===== config.mk =====
export PLATFORM = sky130hd
export DESIGN_NAME = alu_64bit
export DESIGN_NICKNAME = d
export VERILOG_FILES = /design/src/rtl/alu_64bit.sv
export SDC_FILE = /design/constraint.sdc
export NUM_CORES = 1
export LEC_CHECK = 0
export ABC_AREA = 1
export CORE_MARGIN = 2
export CORE_UTILIZATION = 40
export DETAILED_ROUTE_END_ITERATION = 6
export GPL_TIMING_DRIVEN = 0
export PLACE_DENSITY = 0.66
export SYNTH_ARGS = -nofsm -noshare
export SYNTH_HDL_FRONTEND = slang
export SYNTH_SLANG_ARGS = --single-unit

===== constraint.sdc =====
create_clock -name clk -period 2.5 [get_ports clk]
set_input_delay 0.625 -clock clk [delete_from_list [all_inputs] [get_ports clk]]
set_output_delay 0.625 -clock clk [all_outputs]
set_load 0.02 [all_outputs]

===== src/rtl/alu_64bit.sv =====
// ----------------------------------------------------------------------------
// alu_64bit -- registered 64-bit ALU built from a ripple chain of 1-bit slices.
//
// Ports:
//   clk        : clock, all state updates on the rising edge
//   reset      : asynchronous, active-high; clears every output register
//   A, B       : operands
//   cntrl      : operation select
//                  000 B, 010 A+B, 011 A-B, 100 A&B, 101 A|B, 110 A^B,
//                  001/111 zero
//   result     : registered result (one cycle latency, one op per cycle)
//   negative   : registered result[63]
//   zero       : registered "result is all zeros"
//   overflow   : registered signed overflow, c[64] ^ c[63]
//   carry_out  : registered carry out of the top slice, c[64]
//
// Build option:
//   ALU_FLAG_GATING_EN : when defined, carry_out and overflow are forced to 0
//                        for every opcode other than add/sub. When undefined
//                        they are the raw carry-chain values for all opcodes.
//
// Also contains the leaf cells alu_1bit, mux2_1 and largeOR.
// ----------------------------------------------------------------------------
module alu_64bit #(
    parameter int unsigned WIDTH = 64
) (
    input  logic             clk,
    input  logic             reset,
    input  logic [WIDTH-1:0] A,
    input  logic [WIDTH-1:0] B,
    input  logic [2:0]       cntrl,
    output logic [WIDTH-1:0] result,
    output logic             negative,
    output logic             zero,
    output logic             overflow,
    output logic             carry_out
);

    // Ripple carry chain: c[0] is the chain input, c[WIDTH] the carry out.
    logic [WIDTH:0]   c;
    logic [WIDTH-1:0] result_c;
    logic             zero_c;
    logic             carry_c;
    logic             overflow_c;

    // Carry-in selects 0 for add and 1 for subtract (two's complement of B).
    mux2_1 u_cin_mux (
        .i   (2'b10),
        .sel (cntrl[0]),
        .out (c[0])
    );

    // One slice per bit; every slice sees the full opcode.
    for (genvar j = 0; j < WIDTH; j++) begin : g_slice
        alu_1bit u_slice (
            .a        (A[j]),
            .b        (B[j]),
            .carryIn  (c[j]),
            .selector (cntrl),
            .carryOut (c[j+1]),
            .result   (result_c[j])
        );
    end

    largeOR #(.WIDTH(WIDTH)) u_zero_detect (
        .in         (result_c),
        .zeroOutput (zero_c)
    );

    // Flag derivation from the top of the carry chain.
`ifdef ALU_FLAG_GATING_EN
    logic arith_c;
    assign arith_c    = ~cntrl[2] & cntrl[1];
    assign carry_c    = c[WIDTH] & arith_c;
    assign overflow_c = (c[WIDTH] ^ c[WIDTH-1]) & arith_c;
`else
    assign carry_c    = c[WIDTH];
    assign overflow_c = c[WIDTH] ^ c[WIDTH-1];
`endif

    // Output register: result and all flags captured together.
    always_ff @(posedge clk or posedge reset) begin
        if (reset) begin
            result    <= '0;
            negative  <= 1'b0;
            zero      <= 1'b0;
            overflow  <= 1'b0;
            carry_out <= 1'b0;
        end else begin
            result    <= result_c;
            negative  <= result_c[WIDTH-1];
            zero      <= zero_c;
            overflow  <= overflow_c;
            carry_out <= carry_c;
        end
    end

endmodule

// ----------------------------------------------------------------------------
// alu_1bit -- one ALU bit slice.
//   a, b      : operand bits
//   carryIn   : carry from the slice below
//   selector  : operation select (same encoding as alu_64bit.cntrl)
//   carryOut  : carry of a + (selector[0] ? ~b : b) + carryIn, for any opcode
//   result    : selected operation output bit
// ----------------------------------------------------------------------------
module alu_1bit (
    input  logic       a,
    input  logic       b,
    input  logic       carryIn,
    input  logic [2:0] selector,
    output logic       carryOut,
    output logic       result
);

    logic b_eff;
    logic sum;

    // B is inverted for subtract; the chain runs for every opcode.
    assign b_eff    = b ^ selector[0];
    assign sum      = a ^ b_eff ^ carryIn;
    assign carryOut = (a & b_eff) | (a & carryIn) | (b_eff & carryIn);

    // Operation select; pass-through uses the un-inverted B.
    always_comb begin
        result = 1'b0;
        case (selector)
            3'b000:  result = b;
            3'b010:  result = sum;
            3'b011:  result = sum;
            3'b100:  result = a & b;
            3'b101:  result = a | b;
            3'b110:  result = a ^ b;
            default: result = 1'b0;
        endcase
    end

endmodule

// ----------------------------------------------------------------------------
// mux2_1 -- 2:1 multiplexer.
//   i   : data inputs, i[0] selected when sel=0, i[1] when sel=1
//   sel : select
//   out : selected bit
// ----------------------------------------------------------------------------
module mux2_1 (
    input  logic [1:0] i,
    input  logic       sel,
    output logic       out
);

    assign out = sel ? i[1] : i[0];

endmodule

// ----------------------------------------------------------------------------
// largeOR -- wide zero detector.
//   in         : vector to test
//   zeroOutput : 1 when every bit of in is 0
// ----------------------------------------------------------------------------
module largeOR #(
    parameter int unsigned WIDTH = 64
) (
    input  logic [WIDTH-1:0] in,
    output logic             zeroOutput
);

    assign zeroOutput = ~(|in);

endmodule


# ---- Word level (Yosys, flattened, before mapping)
# Cells that the tools add are included.
dict set report classes {
  n_addsub 0
  mul 0
  div 0
  n_lt_le_gt_ge 0
  eq_ne 5
  shift 0
  muxes 65
  bitwise_logic 706
  reduce_logical 3
}
# op n
set ops {}
lappend ops {{$pmux W1 S5} 64}
lappend ops {{$xor A1 B1 Y1} 257}
lappend ops {{$and A1 B1 Y1} 256}
lappend ops {{$or A1 B1 Y1} 192}
lappend ops {{$reduce_or A64 Y1} 1}
lappend ops {{$eq A3 B3 Y1 const B} 3}
lappend ops {{$eq A3 B2 Y1 const B} 2}
lappend ops {{$logic_not A3 Y1} 1}
lappend ops {{$reduce_or A2 Y1} 1}
lappend ops {{$mux W1} 1}
lappend ops {{$not A1 Y1} 1}
dict set report word_totals {
  reg_bits 68
  latchBits 0
  ramBits 0
  mem_bits_ro 0
  input_bits 133
  out_inout_bits 68
  word_cells 784
  mem_count 0
}

# ---- Depth between registers and ports, before layout
# Gate-level depths: netlist of the first run.
dict set report depth {
  word_depth 194
  mapped_depth 78
  mapped_depth_nobuf 78
}

# ---- Cells and area by module
# Synthesis of the first run repeated with hierarchy kept, for this count alone.
dict set report hier_totals {
  cells_unflattened 1429
  hier_area_um2 9877.0
}
# module instances cells_each area_per_inst_um2 seq_area_each_um2
set by_module_without_submodules {}
lappend by_module_without_submodules {{alu_1bit at g_slice[33].u_slice ...} 29 19 116.4 0.0}
lappend by_module_without_submodules {{alu_1bit at g_slice[20].u_slice ...} 23 21 128.9 0.0}
lappend by_module_without_submodules {alu_64bit 1 76 1714.1 1676.6}
lappend by_module_without_submodules {{alu_1bit at g_slice[0].u_slice ...} 12 20 125.1 0.0}
lappend by_module_without_submodules {largeOR 1 75 307.8 0.0}
lappend by_module_without_submodules {mux2_1 1 4 15.0 0.0}

# ---- Worst setup path after synthesis of the first run
# Ideal clock, no wire load.
dict set report synth_path {
  kind {input -> register}
  start {in cntrl[0]}
  end {reg zero}
  setup_time_ps 71
  arrival_ps 27888
  required_ps 2429
  slack_ps -25459
  stages 78
  path_buffers 2
  cell_sequence {buf_1 > buf_2 > xnor2_1 > fa_1 > fa_1 > inv_1 > fa_1 > fa_1 > fa_1 > fa_1 > fa_1 > fa_1 > fa_1 > fa_1 > fa_1 > fa_1 > fa_1 > fa_1 > [... 42 more ...] > fa_1 > fa_1 > fa_1 > fa_1 > fa_1 > inv_1 > fa_1 > inv_1 > fa_1 > nand2_1 > nand3_1 > nor2_1 > nand2_1 > nor2_1 > nand2_1 > nor2_1 > nand2_1 > nor2_1}
}
dict set report synth_via {
  elab_chain_cells 194
  word_cells_on_any_way 581
  cone_classes {eq/ne (5); mux (65); bitwise (508); reduce/logical (3)}
}
# element line
set synth_lines {}
lappend synth_lines {{start, declared} 31} ;# input logic [2:0] cntrl,
lappend synth_lines {{$xor A1 B1 Y1 / $mux W1 (equally long branches)} {121, 153}}
lappend synth_lines {{$and A1 B1 Y1} 123} ;# assign carryOut = (a & b_eff) | (a & carryIn) | (b_eff & carryIn);
lappend synth_lines {{$or A1 B1 Y1 (2 in a row)} 123}
lappend synth_lines {{$and A1 B1 Y1} 123}
lappend synth_lines {{$or A1 B1 Y1 (2 in a row)} 123}
lappend synth_lines {{$and A1 B1 Y1} 123}
lappend synth_lines {{$or A1 B1 Y1 (2 in a row)} 123}
lappend synth_lines {{$and A1 B1 Y1} 123}
lappend synth_lines {{[... 174 more ...]} n/a}
lappend synth_lines {{$or A1 B1 Y1 (2 in a row)} 123}
lappend synth_lines {{$and A1 B1 Y1} 123}
lappend synth_lines {{$or A1 B1 Y1 (2 in a row)} 123}
lappend synth_lines {{$xor A1 B1 Y1} 122} ;# assign sum = a ^ b_eff ^ carryIn;
lappend synth_lines {{$pmux W1 S5} 128} ;# case (selector)
lappend synth_lines {{$reduce_or A64 Y1 (*)} 169} ;# assign zeroOutput = ~(|in);
lappend synth_lines {{$not A1 Y1 (*)} 169}
lappend synth_lines {{named net u_zero_detect.zeroOutput} 166} ;# output logic zeroOutput
lappend synth_lines {{end signal, assigned} 92} ;# zero <= zero_c;
lappend synth_lines {{end, declared} 34} ;# output logic zero,
# Mark *: on every way through the listed nets, which the timed path passes. The rest lies on a longest branch.

# ---- Final worst setup path of the first run
# Same ends and word-level chain as after synthesis.

==> metrics.md, run 1 <==
| Metric | Value |
|---|---|
| Vias | 8,968 |
| Syn Nets | 1,544 |
| TNS Setup | -694.72 ns |
| Gate Count Post-Synth | 1,220 |
| Synth area leaders | dfrtp_1, ha_1, fa_1 |
| Type of origin of the critical path | input pin |
| Final setup margin | -21.65 ns |
| Final ANT Viol Nets | 0 |
| Core Area | 22,000 um^2 |
| Die area | 23,700 um^2 |
| Avg Inst Size Synth | 7.36 um^2 |
| Avg WL per Cell | 19.3 um |
| Post-Syn Area | 8980 um^2 |
| Failing checks | setup timing |
| Final Routed Wirelength | 33,400 um |
| #FFs+latches synth | 67 |
| Synth-to-Final Area Change | 36.5% |
| Max-Cap Viols | 0 |
| Die width | 154 um |
| Hold Path Origin | B[0] |
| I/O Buffers | 198 |
| Top cells by count, synth | inv_1, nand2_1, nand3_1, ha_1, nor2_1 |
| Most frequent CP cell | fa_2 |
| Vias/cell | 5.18 |
| Final Net Count | 1,765 |
| Ys async rst share | 100% |
| Hold depth | 6 |
| First-pass GRT wire length | 50,000 um |
| EDFF count, synth | 0 |
| Peak VDD IR | 0.000337 V |
| Hpwl dp | 24,200 um |
| DRT iter0 DRCs | 711 |
| Detailed Routing Iterations Pass 1 | 5 |
| Largest net degree at the start of global routing | 68 |
| Clock Path Buffers | 2 |
| DP Worst Slack | -24.09 ns |
| Required @ worst endpoint | 2.79 ns |
| Vias in the first global route | 8,756 |
| Root Buffer | clkbuf_16 |
| Dpl cell area | 11,500 um^2 |
| Crit path arrival time | 24.44 ns |
| Clock sink count | 67 |
| TritonCTS buffer count | 9 |
| Final Slew Violations | 0 |
| Grt total ovfl | 0 |
| Clock transition at the registers of the reported paths | 0.06 ns |
| Pwr dens | 427 nW/um^2 |
| Final instance area | 12,300 um^2 |
| All-Layer GR Usage | 28.4% |
| DR DRC count | 0 |
| CP max FO | 5 |
| Sequential element share of the synthesized area | 18.7% |
| Crit-path slowest cell | fa_2 |
| Die H | 154 um |
| Crit Path Class | in -> reg |
| Period utilization | 966% |
| CTS tree | done |
| CP endpoint kind | register |
| Yosys top cell area share | 18.7% |
| Fill cell count | 2,048 |
| Fin crit period | 24.15 ns |
| Class of the worst hold path | in -> reg |
| Leak | 0.00645 uW |
| Final hold slack | 0.741 ns |
| Initial antenna violation count | 3 |
| Row count | 54 |
| Hold Buf Count CTS | 0 |
| Worst rel slew slack | 43.4% |
| Gp weighted congestion | 0.897 |
| Total power | 5230 uW |
| Initial core utilization | 40.9% |
| H-tree depth | 3 |
| Post-synth top flop | dfrtp_1 |
| Fmax | 0.0414 GHz |
| Share of cells above drive strength 1 | 18.3% |
| I/O Pins | 201 |
| Hold Path Sink | result[0] |
| Yosys top cell by area | dfrtp_1 |
| Least-Margin Pin Slew | 0.850 ns |
| Outcome | finished, violations left |
| Distinct cell type count after synthesis | 23 |
| Final Hold Fails | 0 |
| Most frequent cell after synthesis | inv_1 |
| RSZ-0062 raised after global routing | yes |
| Slowest cell delay on critical path | 0.42 ns |
| Setup Viol. Count Final | 63 |
| Synth Warn # | 0 |
[per-stage QoR]
stage / utilization (%) / std cells
finish: 55.9 / 1730
CTS: 54.7 / 1723
global placement: 52.5 / 1698
detailed placement: 52.5 / 1698
floorplan: - / 1220
global route: 55.8 / 1729
[report_power, final]
| part | leakage [uW] | internal [uW] | switching (uW) | total (uW) |
|---|---|---|---|---|
| combinational | 0.00547 | 1140 | 1490 | 2620 |
| sequential | 0.000839 | 1250 | 47.6 | 1300 |
| clock | 0.000145 | 794 | 517 | 1310 |
| total | 0.00645 | 3180 | 2050 | 5230 |
[cells in the final DEF (no fill, tap or decap), drive strengths merged]
cell	instances
dlymetal6s2s	1
nand4	47
clkdlybuf4s50	192
inv	279
clkinvlp	1
dlygate4sd2	1
xor2	60
o21ai	30
dfrtp	67
diode	4
bufinv	1
o21bai	1
nor2	90
xnor2	4
buf	74
clkinv	4
nand2	202
o22ai	1
ha	128
nand3	183
fa	63
clkbuf	17
[logic make-up after synthesis]
group	after synthesis	share of synthesized area, %
flops	67	18.7
compound gates	32	1.82
buf+inv	344	15.6
fa+ha+maj	191	31.9
xor+xnor	64	6.24
simple gates	522	25.8
[worst max-delay path by stage]
stage,from,to,slack (ns)
floorplan,cntrl[0],zero,-22.15
global placement,cntrl[0],zero,-24.15
detailed placement,cntrl[0],zero,-24.09
CTS,cntrl[0],zero,-21.70
global route,cntrl[0],zero,-22.03
finish,cntrl[0],zero,-21.65
[final cells by class]
| type | count | area [um^2] | share of cell area (%) |
|---|---|---|---|
| Antenna cell | 4 | 10.0 | 0.0816 |
| Buffer | 63 | 364 | 2.97 |
| Clock buffer | 11 | 243 | 1.98 |
| Clock inverter | 5 | 52.6 | 0.428 |
| Inverter | 280 | 1070 | 8.69 |
| Multi-Input combinational cell | 809 | 6410 | 52.3 |
| Sequential cell | 67 | 1680 | 13.7 |
| Tap cell | 280 | 350 | 2.86 |
| Timing Repair Buffer | 211 | 2090 | 17.0 |
[critical path, delay by kind of cell]
kind            cells  cell delay (ns)
fa+ha+maj          63            22.35
simple gates        9             0.86
buf+inv             5             0.40
compound gates      1             0.16
[per-layer routing]
metal	routed length [um]	GRT usage, %
met1	13300	36.6
met3	3540	6.96
met2	15100	45.3
met4	1450	12.6
met5	0	0
[timing repair]
action	in CTS	in global routing
gates resized for setup	82	79
setup endpoints to repair	65	64
pin swaps	83	23
buffers inserted	9	5
[state kept, by name (all words and copies together) (netlist names)]
signal,cells
negative,1
zero,1
result,63
overflow,1
carry_out,1
(Power assumes the default switching activity.)
==> run 2: changes to the inputs <==
Settings changed: HOLD_SLACK_MARGIN set to 0.1.
==> results of run 2 <==
No change in the layout: final DEF, timing and power equal those of run 1.
